## src/rtl/cpu_pkg.sv

```systemverilog
// Shared types for the 8-bit teaching CPU control path.
// Opcode, FSM state and ALU op encodings plus IR field helpers.
package cpu_pkg;

  typedef enum logic [3:0] {
    OP_NOP = 4'h0,
    OP_LDA = 4'h1,
    OP_ADD = 4'h2,
    OP_SUB = 4'h3,
    OP_STA = 4'h4,
    OP_JMP = 4'h5,
    OP_JZ  = 4'h6,
    OP_LDI = 4'h7,
    OP_HLT = 4'hF
  } opcode_e;

  typedef enum logic [2:0] {
    S_IDLE,
    S_F_ADDR,
    S_F_WAIT,
    S_DECODE,
    S_X_WAIT,
    S_HALT
  } ctrl_state_e;

  typedef enum logic [1:0] {
    ALU_PASS = 2'b00,
    ALU_ADD  = 2'b01,
    ALU_SUB  = 2'b10,
    ALU_IMM  = 2'b11
  } alu_op_e;

  localparam int OPC_HI = 7;
  localparam int OPC_LO = 4;
  localparam int OPND_HI = 3;
  localparam int OPND_LO = 0;

  function automatic opcode_e opc(input logic [7:0] ir);
    return opcode_e'(ir[OPC_HI:OPC_LO]);
  endfunction

  function automatic logic [3:0] operand(input logic [7:0] ir);
    return ir[OPND_HI:OPND_LO];
  endfunction

  // ALU selection while the operand read is in flight
  function automatic alu_op_e mem_alu(input opcode_e op);
    alu_op_e a;
    a = ALU_PASS;
    if (op == OP_ADD) a = ALU_ADD;
    if (op == OP_SUB) a = ALU_SUB;
    return a;
  endfunction

endpackage

```

## src/rtl/ctrl_wait_timer.sv

```systemverilog
// Memory wait counter: clears while not waiting, counts stalled cycles.
// Ports: clk, reset, clear, enable in; expired out (count == WAIT_MAX).
module ctrl_wait_timer #(
  parameter int WAIT_MAX = 15
) (
  input  logic clk,
  input  logic reset,
  input  logic clear,
  input  logic enable,
  output logic expired
);

  localparam int W = $clog2(WAIT_MAX + 1);

  logic [W-1:0] cnt;

  assign expired = (cnt == W'(WAIT_MAX));

  always_ff @(posedge clk or posedge reset) begin
    if (reset) begin
      cnt <= '0;
    end else if (clear) begin
      cnt <= '0;
    end else if (enable && !expired) begin
      cnt <= cnt + W'(1);
    end
  end

endmodule

```

## src/rtl/ctrl_unit.sv

```systemverilog
// Fetch/decode/execute sequencer with memory timeout and retire counter.
// Ports: clk, reset, start, ir_data, zero_flag, mem_ready in; strobes, status out.
module ctrl_unit
  import cpu_pkg::*;
#(
  parameter int WAIT_MAX = 15,
  parameter int CNT_W    = 16
) (
  input  logic             clk,
  input  logic             reset,
  input  logic             start,
  input  logic [7:0]       ir_data,
  input  logic             zero_flag,
  input  logic             mem_ready,
  output logic             ir_load,
  output logic             pc_inc,
  output logic             pc_load,
  output logic             mar_load,
  output logic             mar_sel,
  output logic             mem_rd,
  output logic             mem_wr,
  output logic             acc_load,
  output logic [1:0]       alu_op,
  output logic             halted,
  output logic             fault,
  output logic             illegal_op,
  output logic [CNT_W-1:0] instr_count
);

  ctrl_state_e state, next;
  opcode_e     op;
  alu_op_e     alu;
  logic        wait_st;
  logic        expired;
  logic        timeout;
  logic        fetched;
  logic        unused_operand;

  assign op      = opc(ir_data);
  assign wait_st = (state == S_F_WAIT) || (state == S_X_WAIT);
  // mem_ready in the expiring cycle still completes normally
  assign timeout = wait_st && !mem_ready && expired;
  assign fetched = (state == S_F_WAIT) && mem_ready;
  assign alu_op  = alu;

  // operand field is consumed by the datapath, not here
  assign unused_operand = ^operand(ir_data);

  ctrl_wait_timer #(
    .WAIT_MAX(WAIT_MAX)
  ) u_timer (
    .clk    (clk),
    .reset  (reset),
    .clear  (!wait_st),
    .enable (wait_st && !mem_ready),
    .expired(expired)
  );

  always_ff @(posedge clk or posedge reset) begin
    if (reset) begin
      state <= S_IDLE;
    end else begin
      state <= next;
    end
  end

  always_ff @(posedge clk or posedge reset) begin
    if (reset) begin
      fault       <= 1'b0;
      instr_count <= '0;
    end else begin
      if (timeout) fault <= 1'b1;
      if (fetched) instr_count <= instr_count + CNT_W'(1);
    end
  end

  always_comb begin
    next = state;
    unique case (state)
      S_IDLE:   if (start) next = S_F_ADDR;
      S_F_ADDR: next = S_F_WAIT;
      S_F_WAIT: begin
        if (mem_ready)    next = S_DECODE;
        else if (timeout) next = S_HALT;
      end
      S_DECODE: begin
        unique case (op)
          OP_LDA, OP_ADD,
          OP_SUB, OP_STA: next = S_X_WAIT;
          OP_HLT:         next = S_HALT;
          default:        next = S_F_ADDR;
        endcase
      end
      S_X_WAIT: begin
        if (mem_ready)    next = S_F_ADDR;
        else if (timeout) next = S_HALT;
      end
      S_HALT:   next = S_HALT;
      default:  next = S_IDLE;
    endcase
  end

  always_comb begin
    ir_load    = 1'b0;
    pc_inc     = 1'b0;
    pc_load    = 1'b0;
    mar_load   = 1'b0;
    mar_sel    = 1'b0;
    mem_rd     = 1'b0;
    mem_wr     = 1'b0;
    acc_load   = 1'b0;
    alu        = ALU_PASS;
    illegal_op = 1'b0;
    halted     = (state == S_HALT);
    unique case (state)
      S_F_ADDR: mar_load = 1'b1;
      S_F_WAIT: begin
        if (!timeout) begin
          mem_rd  = 1'b1;
          ir_load = mem_ready;
          pc_inc  = mem_ready;
        end
      end
      S_DECODE: begin
        unique case (op)
          OP_NOP, OP_HLT: ;
          OP_LDI: begin
            acc_load = 1'b1;
            alu      = ALU_IMM;
          end
          OP_JMP: pc_load = 1'b1;
          OP_JZ:  pc_load = zero_flag;
          OP_LDA, OP_ADD,
          OP_SUB, OP_STA: begin
            mar_load = 1'b1;
            mar_sel  = 1'b1;
          end
          default: illegal_op = 1'b1;
        endcase
      end
      S_X_WAIT: begin
        if (!timeout) begin
          if (op == OP_STA) begin
            mem_wr = 1'b1;
          end else begin
            mem_rd   = 1'b1;
            alu      = mem_alu(op);
            acc_load = mem_ready;
          end
        end
      end
      default: ;
    endcase
  end

endmodule

```

## config.mk

```make
export PLATFORM = sky130hd
export DESIGN_NAME = ctrl_unit
export DESIGN_NICKNAME = d
export VERILOG_FILES = /design/src/rtl/cpu_pkg.sv /design/src/rtl/ctrl_wait_timer.sv /design/src/rtl/ctrl_unit.sv
export SDC_FILE = /design/constraint.sdc
export NUM_CORES = 1
export LEC_CHECK = 0
export BUFFER_PORTS_ARGS = -buffer_cell sky130_fd_sc_hd__buf_2
export CAP_MARGIN = 20
export CORE_AREA = 4 4 86 48
export CTS_CLUSTER_DIAMETER = 60
export DETAILED_ROUTE_END_ITERATION = 7
export DIE_AREA = 0 0 90 52
export SLEW_MARGIN = 20
export SYNTH_ARGS = -nofsm -noshare
export SYNTH_HDL_FRONTEND = slang
export SYNTH_SLANG_ARGS = --single-unit
```

## constraint.sdc

```tcl
create_clock -name clk -period 1.7 [get_ports clk]
set_input_delay 0 -clock clk [delete_from_list [all_inputs] [get_ports clk]]
set_output_delay 0 -clock clk [all_outputs]
set_load 0.05 [all_outputs]
```

==> metrics.md <==
| Metric | Value |
|---|---|
| Worst EP arrival | `~1.8 ns` |
| Power Internal | `1.314 mW` |
| EDFF count, synth | `0` |
| Drt pass-1 iters | `4` |
| Synth warn | `0` |
| Unrepaired setup endpoints after global routing | `true` |
| Failing checks | `negative setup slack` |
| CTS tree | `yes` |
| Reg2reg end | `instr_count[1]` |
| Fin worst setup slack | `-0.1407 ns` |
| Pwr dens | `1360 nW/um2` |
| Core footprint | `3322 um2` |
| Reg power frac | `0.321` |
| H-Tree Depth | `1` |
| Clock Sinks | `24` |
| Multi-input gate area | `724.4 um2` |
| Post-synthesis cell type count | `39` |
| Gr ovfl total | `0` |
| Worst endpoint required time | `roughly 1.7 ns` |
| Clk slew on worst S/H paths | `0.08 ns` |
| Setup TNS | `-0.4817 ns` |
| Mapped Cells | `131` |
| Dominant cells by area after synthesis | `dfrtp_1 (46%), xnor2_1 (8.1%), nor2_1 (4.0%), nand2_1 (3.8%), xor2_1 (3.4%)` |
| WL final | `roughly 3.2 mm` |
| Synthesized area per cell | `9.933 um2` |
| Remaining DRCs | `0` |
| Drt via density | `5.160` |
| Cell with the most instances after synthesis | `dfrtp_1` |
| Synth cell count leaders | `dfrtp_1 (24), nor2_1 (14), nand2_1 (13)` |
| Critical path startpoint category | `flip-flop` |
| Post-Synth Simple-Gate Area | `0.2490` |
| Synth Area in Adders | `0.01923` |
| Largest family of logic cells by synthesized area | `simple AND/OR/NAND/NOR gates` |
| Crit Path Class | `flip-flop to output port` |
| HPWL Detailed | `2.559 mm` |
| Layout cell share with drive strength beyond 1 | `0.3989` |
| Crit. Startpoint | `state[0]` |
| Syn Nets | `~150` |
| P_leak | `0.8712 nW` |
| Mux cell area share after synthesis | `0.02404` |
| Final hold violations | `0` |
| Max Slew Vio Count | `0` |
| Register area | `603.1 um2` |
| # nets final | `between 150 and 200` |
| Skew-Pair Late Insertion Delay | `about 0.26 ns` |
| Rel. slew slack | `0.4857` |
| Starting Density | `0.3917` |
| DRT iter0 DRCs | `34` |
| Die Span X | `90 um` |
| CP endpoint | `acc_load` |
| Internal reg-to-reg setup slack | `0.13 ns` |
| Max Cap Viol | `0` |
| Largest net degree at the start of global routing | `21` |
| Seq/Total Area, Yosys | `0.4615` |
| Switch share | `0.4589` |
| Routed WL per cell | `between 10 and 15 um` |
| I/O Pins | `42` |
| RR Startpoint | `state[0]` |
| P_sw | `1.114 mW` |
| Die Ht | `52 um` |
| Synth Area in Compound Gates | `0.1029` |
| Number of buffers created by CTS | `3` |
| Number of synthesized register bits | `24` |
| Max VDD drop | `0.4583 mV` |
| Setup-failing EPs final | `4` |
| Hold crit path type | `primary input to flip-flop` |
| Diode count | `0` |
| Antenna Nets Post-Route | `0` |
| Via count | `1161` |
| Post-place setup slack | `0.03714 ns` |
| Worst Path Max Fanout | `4` |
| Port Buffers | `37` |
| Clk pwr share | `0.140` |
| Total power | `~2.4 mW` |
| Final period demand of the worst path | `1.841 ns` |
| GRT Util Overall | `0.1451` |
| Post-Route Skew | `0.001986 ns` |
| Number of global-route vias before repair | `1131` |
| Fmax | `543.3 MHz` |
| Status | `finished, violations left` |
| Synthesized area | `1301 um2` |
| Ys async rst share | `1.000` |
| Fin crit share | `1.083` |
| Post-place instance area | `1634 um2` |
| Final instance area | `1785 um2` |
| Logic pwr share | `0.538` |
| Share of the synthesized area in the top cell type | `0.4615` |
| Clock Root Buffer | `clkbuf_8` |
| Layout area overhead | `37.21%` |
| Clock Path Buffers | `2` |
| Initial antenna violation count | `0` |
| Layout Utilization | `0.5375` |
| First-pass GRT wire length | `~5.4 mm` |
| CP Capture Type | `output port` |
| Worst reg2reg path depth | `5` |
| Synth area leader | `dfrtp_1` |
| Die area | `between 4000 and 5000 um2` |
| Fill cells | `295` |
| Worst Tran Pin Value | `0.7707 ns` |
| Row Count | `15` |
| Xor and xnor area share after synthesis | `0.1144` |
| GPL Wtd Cong | `0.8283` |
| Ys flop type | `dfrtp_1` |
[placed cells by master (no fill, tap or decap), types with 2 or more instances in the layout]
cell type  synthesis  routed
a211oi_1           2       2
nand4_1            5       5
nor2b_1            4       2
xor2_1             5       5
dfrtp_2            0       2
o21ai_0            6       6
nand3_1            8       8
mux2i_1            2       2
inv_1              4       4
buf_2              0      28
buf_6              0       6
nor2b_2            0       2
inv_2              2       2
dfrtp_1           24      22
a32oi_1            2       2
xnor2_1           12      12
buf_4              1      15
clkbuf_8           0       3
nand2_1           13      13
and3_1             3       3
nor2_1            14      13
[metal layers]
| layer | share of wire | routed length (um) | GRT usage |
|---|---|---|---|
| met1 | 0.50 | 1619 | 0.1979 |
| met2 | 0.42 | 1351 | 0.2225 |
| met3 | 0.070 | 226 | 0.04624 |
| met4 | 0.013 | 43 | 0.04061 |
| met5 | 0 | 0 | 0 |
[power by group through the flow]
stage               combinational, mW  clock, mW  sequential [mW]
CTS                              1.25      0.350            0.777
global route                     1.38      0.374            0.795
floorplan                       0.626          0             1.00
global placement                 1.15          0            0.788
finish                           1.31      0.340            0.781
detailed placement               1.17          0            0.797
[how the worst min path moves through the flow]
stage | startpoint | endpoint | slack, ns | cells past startpoint
floorplan | reset | fault | 0.01 | 1
global placement | reset | instr_count[10] | 0.18 | 2
detailed placement | reset | instr_count[10] | 0.18 | 2
CTS | start | state[0] | 0.006 | 3
global route | start | state[0] | 0.01 | 3
finish | start | state[0] | 0.007 | 3
[worst max-delay path: stages, from the launching register on]
cell and delay [ns]:
dfrtp_1 0.37, inv_2 0.04, or3_4 0.38, or3b_4 0.43
o22ai_4 0.17, buf_6 0.18
[flip-flops by register name (all words and copies together) (netlist names)]
signal,cells
state,3
instr_count,16
fault,1
u_timer.cnt,4
[area by class of cell]
| type | count | share of cell area |
|---|---|---|
| well taps | 42 | 0.02943 |
| flip-flops and latches | 24 | 0.3378 |
| multi-input cells | 98 | 0.4057 |
| inverters | 7 | 0.01682 |
| clock buffers | 4 | 0.02523 |
| repair buffers | 50 | 0.1850 |
[repair_timing]
item,in CTS,in global routing
pin swaps,4,5
hold endpoints to repair,19,0
hold buffers,1,0
resized for setup,12,11
setup endpoints to repair,6,13
setup buffers,2,1
[stage by stage]
step / std cells / hold slack [ns]
3_3_place_gp: 217 / 0.1799
3_5_place_dp: 217 / 0.1815
6_report: 225 / 0.006782
4_1_cts: 224 / 0.006325
2_1_floorplan: 131 / 0.01448
5_1_grt: 225 / 0.01400
[cell families after synthesis]
family          after synthesis
xor+xnor                     17
flops                        24
mux                           3
simple gates                 57
fa+ha+maj                     2
compound gates               19
buf+inv                       9
No activity file was read; power rests on OpenSTA's default activity.
